[src/rtl/handshake_fifo_channel_if.sv]
// handshake_fifo_channel_if: one valid/ready payload link, master drives data/valid, slave drives ready
interface handshake_fifo_channel_if #(parameter int DATA_WIDTH = 8);
  logic [DATA_WIDTH-1:0] data;
  logic                  valid;
  logic                  ready;
  modport master (output data, valid, input ready);
  modport slave  (input data, valid, output ready);
endinterface

[src/rtl/handshake_fifo_channel.sv]
// handshake_fifo_channel: DEPTH-entry FWFT FIFO between two valid/ready links; HS_FIFO_ALMOST_FULL_EN adds almost_full
module handshake_fifo_channel #(
  parameter int DATA_WIDTH = 8,
  parameter int DEPTH      = 4,
  parameter int AF_THRESH  = DEPTH - 1,
  localparam int CW        = $clog2(DEPTH + 1),
  localparam int PW        = $clog2(DEPTH)
) (
  input  logic                    clk,
  input  logic                    rst,
  handshake_fifo_channel_if.slave  s,
  handshake_fifo_channel_if.master m,
  output logic [CW-1:0]           count
`ifdef HS_FIFO_ALMOST_FULL_EN
  , output logic                  almost_full
`endif
);
  logic [DATA_WIDTH-1:0] mem_q [DEPTH];
  logic [PW-1:0] wr_ptr_q, wr_ptr_d, rd_ptr_q, rd_ptr_d;
  logic [CW-1:0] count_q, count_d;
  logic          init_done_q;
  logic          push, pop;
  always_comb begin
    s.ready  = init_done_q && (count_q != CW'(DEPTH));
    m.valid  = count_q != '0;
    m.data   = mem_q[rd_ptr_q];
    push     = s.valid && s.ready;
    pop      = m.valid && m.ready;
    count_d  = count_q + CW'(push) - CW'(pop);
    wr_ptr_d = wr_ptr_q + PW'(push);
    rd_ptr_d = rd_ptr_q + PW'(pop);
  end
  assign count = count_q;
  always_ff @(posedge clk or negedge rst)
    if (!rst) begin
      count_q     <= '0;
      wr_ptr_q    <= '0;
      rd_ptr_q    <= '0;
      init_done_q <= 1'b0;
    end else begin
      count_q     <= count_d;
      wr_ptr_q    <= wr_ptr_d;
      rd_ptr_q    <= rd_ptr_d;
      init_done_q <= 1'b1;
    end
  // storage is left unreset; head data is only meaningful while m.valid
  always_ff @(posedge clk)
    if (push) mem_q[wr_ptr_q] <= s.data;
`ifdef HS_FIFO_ALMOST_FULL_EN
  logic almost_full_q;
  always_ff @(posedge clk or negedge rst)
    if (!rst) almost_full_q <= 1'b0;
    else      almost_full_q <= count_d >= CW'(AF_THRESH);
  assign almost_full = almost_full_q;
`endif
endmodule
[src/flat_wrapper.sv]
// flat-port wrapper written by rule: the top's interface ports become plain ports
module handshake_fifo_channel_flat 
#(
  parameter int DATA_WIDTH = 8,
  parameter int DEPTH      = 4,
  parameter int AF_THRESH  = DEPTH - 1,
  localparam int CW        = $clog2(DEPTH + 1),
  localparam int PW        = $clog2(DEPTH)
)
  (clk, rst, count, s_data, s_valid, s_ready, m_data, m_valid, m_ready);
  handshake_fifo_channel_if #(.DATA_WIDTH(DATA_WIDTH)) s_i ();
  handshake_fifo_channel_if #(.DATA_WIDTH(DATA_WIDTH)) m_i ();
  input  logic clk;
  input  logic rst;
  output logic [CW-1:0] count;
  input wire logic [$bits(s_i.data)-1:0] s_data;
  input wire logic [$bits(s_i.valid)-1:0] s_valid;
  output wire logic [$bits(s_i.ready)-1:0] s_ready;
  output wire logic [$bits(m_i.data)-1:0] m_data;
  output wire logic [$bits(m_i.valid)-1:0] m_valid;
  input wire logic [$bits(m_i.ready)-1:0] m_ready;
  assign s_i.data = s_data;
  assign s_i.valid = s_valid;
  assign s_ready = s_i.ready;
  assign m_data = m_i.data;
  assign m_valid = m_i.valid;
  assign m_i.ready = m_ready;
  handshake_fifo_channel #(.DATA_WIDTH(DATA_WIDTH), .DEPTH(DEPTH), .AF_THRESH(AF_THRESH)) u_core (.clk(clk), .rst(rst), .s(s_i), .m(m_i), .count(count));
endmodule
[config.mk]
export PLATFORM = sky130hd
export DESIGN_NAME = handshake_fifo_channel_flat
export DESIGN_NICKNAME = d
export VERILOG_FILES = /design/src/rtl/handshake_fifo_channel_if.sv /design/src/rtl/handshake_fifo_channel.sv /design/src/flat_wrapper.sv
export SDC_FILE = /design/constraint.sdc
export NUM_CORES = 1
export LEC_CHECK = 0
export CAP_MARGIN = 30
export CORE_ASPECT_RATIO = 1.4
export CORE_MARGIN = 3
export CORE_UTILIZATION = 40
export DETAILED_ROUTE_END_ITERATION = 6
export SYNTH_ARGS = -nofsm -noshare
export SYNTH_HDL_FRONTEND = slang
export SYNTH_SLANG_ARGS = --single-unit
[constraint.sdc]
create_clock -name clk -period 4.75 [get_ports clk]
set_input_delay 0.7125 -clock clk [delete_from_list [all_inputs] [get_ports clk]]
set_output_delay 0.7125 -clock clk [all_outputs]
set_load 0.02 [all_outputs]
==> impl_metrics.py, run 1 <==
metrics = {
    "yosys": {
        "yosys-top-cells-count": "edfxtp_1, dfrtp_1, mux4_2",
        "synth.cell_area_um2": 1560,
        "synthTopCellsByArea": "edfxtp_1, dfrtp_1, mux4_2",
        "netlist_instances": 76,
        "ys.flop_type": "edfxtp_1",
        "synth.most_common_cell": "edfxtp_1",
        "synth_seq_cells": 40,
        "synth_top_area_share_pct": 61.6,
        "yosys.area.top_type": "edfxtp_1",
        "ys_seq_area_share_pct": 74.4,
        "yosysWarnings": 0,
        "postSynthAreaPerCell_um2": 20.5,
        "synth_edf_count": 32,
        "synth_nets": 92,
        "synth_cell_types": 21,
        "synth-async-reset-ratio_pct": 20.0,
    },
    "clock_tree": {
        "cts-root-buf": "clkbuf_8",
        "clock_sinks": 40,
        "clk_pin_slew_ns": 0.07,
        "cts_hold_buf": 0,
        "cts.path.max_buffers": 2,
        "ctsHtreeMaxLevel": 2,
        "cts_tree": "yes",
        "clk_latency_ns": 0.29,
        "post_cts_resized": 0,
        "cts_setup_buffers": 0,
        "cts_buffers": 5,
    },
    "final_layout": {
        "antenna_cells": 0,
        "drive_gt1_share_pct": 17.3,
        "n_fill_cell": 326,
        "syn_to_final_growth_pct": 24.9,
        "fin_nets": 125,
        "fin_area_um2": 1950,
    },
    "sta": {
        "slew_headroom_pct": 59.7,
        "period_share_pct": 60.4,
        "final.min_clock_period_ns": 2.87,
        "max_slew.worst_pin.slew_ns": 0.604,
        "tns_ns": 0,
        "finalHoldViolations": 0,
        "clock.fmax_mhz": 349,
        "skew_ns": 0.00809,
        "grt_setup_unrepaired": "no",
        "fin_ws_ns": 1.88,
        "setup_viol": 0,
        "slew_violations": 0,
    },
    "floorplanning": {
        "coreArea_um2": 3710,
        "start_util_pct": 42.1,
        "io_pins": 25,
        "die_x_um": 58.8,
        "rows": 26,
        "fp.dieArea_um2": 4700,
        "die_y_um": 79.9,
    },
    "setup_path": {
        "critPathSlowestCell": "dfrtp_1",
        "critPathKind": "reg2out",
        "rr_startpoint": "u_core.count[1]",
        "cpPeakStageDelay_ns": 0.73,
        "critical_path_required_ns": 4.04,
        "crit_family": "flip-flops",
        "crit_chain": "mux4_2 > clkdlybuf4s50_1",
        "crit_path_end_kind": "output pin",
        "crit_arrival_ns": 2.16,
        "reg2reg_setup_slack_ns": 2.65,
        "cp_num_buf_inv": 1,
        "reg2reg_to": "u_core.count[2]",
        "path_max_fanout": 10,
        "startpoint_type": "flop",
        "rr_worst_depth": 7,
    },
    "place": {
        "gp_congestion": 0.676,
        "placed_area_um2": 1870,
        "hpwl_um": 1880,
        "pre_cts_slack_ns": 2.14,
        "io_buffers": 24,
    },
    "grt": {
        "grt_pass1_vias": 882,
        "overflow": 0,
        "grt_pass1_wl_um": 4460,
        "globalRouteTotalUtil_pct": 13.3,
        "grt_antenna_before_repair": 0,
        "grt_max_degree": 13,
    },
    "routing": {
        "drt-initial-drc-count": 30,
        "wl_per_cell_um": 17.6,
        "final_antenna_net_count": 0,
        "firstDrtPassIters": 4,
        "wl_um": 2680,
        "via_count": 818,
        "via_per_inst": 5.38,
        "drc": 0,
    },
    "hold_path": {
        "min_to": "u_core.wr_ptr_q[1]",
        "whs_path_depth": 1,
        "hold_path.class": "reg2reg",
        "hold_start": "u_core.wr_ptr_q[1]",
    },
    "flow_run": {
        "drv_cap": 0,
    },
    "power_and_ir_drop": {
        "p_total_uw": 1140,
        "p_per_area_nw_per_um2": 583,
        "power.leakage_uw": 0.000686,
        "vdd_ir_drop_max_mv": 0.345,
    },
    "run_status": {
        "status": "finished, final reports clean",
    },
}
logic make-up after synthesis:
family / synth area share (%)
muxes: 11.5
adders and majority gates: 3.69
and+or+nand+nor: 4.17
AOI/OAI and AO/OA: 1.12
xor gates and xnor gates: 2.81
DFF: 74.4
other: 0.240
buffers and inverters: 2.00
routing by layer:
| metal | part of all wire [%] | vias to the layer above | GRT usage, % |
|---|---|---|---|
| met1 | 42 | 420 | 15.7 |
| met2 | 51 | 29 | 21.7 |
| met5 | 0 | - | 0 |
| met3 | 5.6 | 7 | 4.21 |
| li1 | - | 362 | - |
| met4 | 1.9 | 0 | 6.12 |
how the worst max path moves through the flow:
stage	startpoint	end	slack (ns)	cells past startpoint
global placement	m_ready	u_core.count[2]	2.16	8
global route	u_core.rd_ptr_q[0]	m_data[0]	1.76	2
finish	u_core.rd_ptr_q[0]	m_data[0]	1.88	2
CTS	u_core.rd_ptr_q[0]	m_data[0]	1.83	2
floorplan	s_valid	u_core.mem_q[2][0]	2.59	2
detailed placement	m_ready	u_core.count[2]	2.14	8
where the power goes:
| group | total, uW | internal, uW | switching [uW] |
|---|---|---|---|
| logic | 394 | 222 | 172 |
| clock network | 215 | 103 | 112 |
| registers | 526 | 443 | 83.7 |
layout make-up:
class | instances | area (um2) | share of cell area (%)
inverters | 4 | 15.0 | 0.771
repair buffers | 28 | 270 | 13.9
clock inverters | 1 | 5.00 | 0.257
clock buffers | 7 | 76.3 | 3.92
multi-input cells | 30 | 368 | 18.9
well taps | 42 | 52.6 | 2.70
flip-flops and latches | 40 | 1160 | 59.6
registers in the layout, summed over array words and instances (netlist names):
register / cells
u_core.count: 3
u_core.wr_ptr_q: 2
u_core.init_done_q: 1
u_core.rd_ptr_q: 2
u_core.mem_q: 32
metrics by stage:
stage	util (%)	cells	hold slack, ns
final	52.5	152	0.564
after global routing	52.5	152	0.593
after CTS	52.5	152	0.553
after detailed placement	50.3	144	0.540
after global placement	50.3	144	0.512
after floorplan	-	76	0.417
cells in the final DEF (no fill, tap or decap), types with 2 or more instances in the layout:
master	Yosys	layout
buf_4	0	4
clkbuf_1	0	2
clkbuf_8	0	5
clkdlybuf4s50_1	0	24
dfrtp_1	8	8
edfxtp_1	32	32
ha_1	3	3
inv_1	4	4
mux4_2	8	8
nand2_1	2	2
nor4b_1	2	2
xnor2_1	2	2
xor2_1	3	3
No activity file was read; power rests on OpenSTA's default activity.
==> run 2: changes to the inputs <==
==> constraint.sdc (replaced) <==
create_clock -name clk -period 2.8 [get_ports clk]
set_input_delay 0.42 -clock clk [delete_from_list [all_inputs] [get_ports clk]]
set_output_delay 0.42 -clock clk [all_outputs]
set_load 0.02 [all_outputs]
==> run 2 against run 1 <==
- sequential power is 69% higher
- die area stayed put
- setup slack worse by 1.6 ns
- via count is 2.4% lower
- global-route usage is 0.85 points lower
- critical path depth stayed put
- final area is 0.39% higher
- largest power group unchanged
- first-iteration DRC count is 37% lower
- total power is 70% higher
- clock power is 64% higher
==> impl_metrics.py, run 2 (synthesis results as in run 1) <==
metrics = {
    "setup_path": {
        "cp_num_buf_inv": 1,
        "critPathSlowestCell": "dfrtp_1",
        "critical_path_required_ns": 2.38,
        "rr_worst_depth": 7,
        "crit_chain": "mux4_2 > clkdlybuf4s50_1",
        "crit_arrival_ns": 2.09,
        "cpPeakStageDelay_ns": 0.68,
        "path_max_fanout": 9,
        "crit_family": "flip-flops",
        "rr_startpoint": "u_core.count[1]",
        "startpoint_type": "flop",
        "crit_path_end_kind": "output pin",
        "crit_cells": 2,
        "reg2reg_setup_slack_ns": 0.69,
        "critPathKind": "reg2out",
        "reg2reg_to": "u_core.count[2]",
        "worstSetupStartpoint": "u_core.rd_ptr_q[0]",
    },
    "final_layout": {
        "syn_to_final_growth_pct": 25.3,
        "fin_cells": 153,
        "n_fill_cell": 327,
        "register_area_um2": 1160,
        "largest_reg_flops": 32,
        "fin_nets": 126,
        "antenna_cells": 0,
        "final_cell_mix": "edfxtp_1, clkdlybuf4s50_1, mux4_2, dfrtp_1",
        "multiInputGateArea_um2": 368,
        "drive_gt1_share_pct": 18.0,
        "top_register": "u_core.mem_q",
        "final_common_cell": "edfxtp_1",
    },
    "sta": {
        "finalHoldViolations": 0,
        "tns_ns": 0,
        "grt_setup_unrepaired": "no",
        "period_share_pct": 89.6,
        "slew_headroom_pct": 63.9,
        "final.min_clock_period_ns": 2.51,
        "setup_viol": 0,
        "slew_violations": 0,
        "clock.fmax_mhz": 398,
        "max_slew.worst_pin.slew_ns": 0.541,
        "skew_ns": 0.00481,
        "timing.hold.ws_ns": 0.426,
    },
    "floorplanning": {
        "start_util_pct": 42.1,
        "die_y_um": 79.9,
        "io_pins": 25,
        "coreArea_um2": 3710,
        "die_x_um": 58.8,
        "rows": 26,
        "fp.dieArea_um2": 4700,
    },
    "routing": {
        "drt-initial-drc-count": 19,
        "wl_um": 2540,
        "wl_per_cell_um": 16.6,
        "final_antenna_net_count": 0,
        "firstDrtPassIters": 4,
        "drc": 0,
        "via_per_inst": 5.22,
        "via_count": 798,
    },
    "grt": {
        "grt_max_degree": 13,
        "grt_antenna_before_repair": 0,
        "overflow": 0,
        "grt_pass1_vias": 888,
        "grt_pass1_wl_um": 4200,
        "globalRouteTotalUtil_pct": 12.4,
    },
    "clock_tree": {
        "clock_sinks": 40,
        "clk_pin_slew_ns": 0.07,
        "cts_hold_buf": 0,
        "cts_tree": "yes",
        "post_cts_resized": 0,
        "cts-root-buf": "clkbuf_8",
        "cts_buffers": 5,
        "cts_setup_buffers": 0,
        "cts.path.max_buffers": 2,
        "ctsHtreeMaxLevel": 2,
        "clk_latency_ns": 0.28,
    },
    "place": {
        "io_buffers": 24,
        "hpwl_um": 1740,
        "dp_cells": 145,
        "gp_congestion": 0.671,
    },
    "power_and_ir_drop": {
        "power.leakage_uw": 0.000691,
        "internal_power_uw": 1320,
        "p_switching_uw": 612,
        "vdd_ir_drop_max_mv": 0.616,
        "p_per_area_nw_per_um2": 986,
        "p_total_uw": 1930,
        "seq_power_share_pct": 46.0,
        "switching_share_pct": 31.8,
        "p_comb_share_pct": 35.7,
        "pwr-share-clk_pct": 18.2,
    },
    "flow_run": {
        "drv_cap": 0,
    },
    "run_status": {
        "status": "finished, final reports clean",
    },
    "hold_path": {
        "hold_path.class": "in2async",
    },
}
run 2: per-layer routing:
layer	track usage, %	vias up	wire length [um]	part of all wire [%]
li1	-	364	-	-
met1	14.4	400	1010	40
met4	6.35	0	53	2.1
met3	4.37	6	145	5.7
met5	0	-	0	0
met2	20.0	28	1340	53
run 2: per-stage QoR:
step / area (um2) / util (%) / worst slack, ns
floorplan: 1560 / - / 0.694
global placement: 1870 / 50.5 / 0.516
detailed placement: 1870 / 50.5 / 0.487
CTS: 1960 / 52.7 / 0.235
global route: 1960 / 52.7 / 0.168
finish: 1960 / 52.7 / 0.290
run 2: power by group through the flow:
stage               clock [uW]  combinational [uW]  sequential (uW)
CTS                        371                 702              891
floorplan                    0                 453              851
global placement             0                 679              894
detailed placement           0                 697              902
finish                     352                 689              887
global route               392                 746              910
run 2: how the worst max path moves through the flow:
stage | end | slack, ns
after floorplan | u_core.count[2] | 0.69
after global placement | u_core.count[2] | 0.52
after detailed placement | u_core.count[2] | 0.49
after CTS | m_data[2] | 0.24
after global routing | m_data[5] | 0.17
final | m_data[5] | 0.29
run 2: worst reg2reg max path: cells and delay by family, from the launching register on:
kind                       cells  cell delay, ns
adders and majority gates      3            0.87
DFF                            1            0.46
AOI/OAI and AO/OA              1            0.34
xor gates and xnor gates       2            0.29
buffers and inverters          1            0.04
run 2: final cells by class:
class	count	share of cell area, %
clock buffer	7	3.90
clock inverter	1	0.256
inverter	4	0.768
multi-input combinational	30	18.8
sequential	40	59.4
tap	42	2.69
timing repair buffer	29	14.2
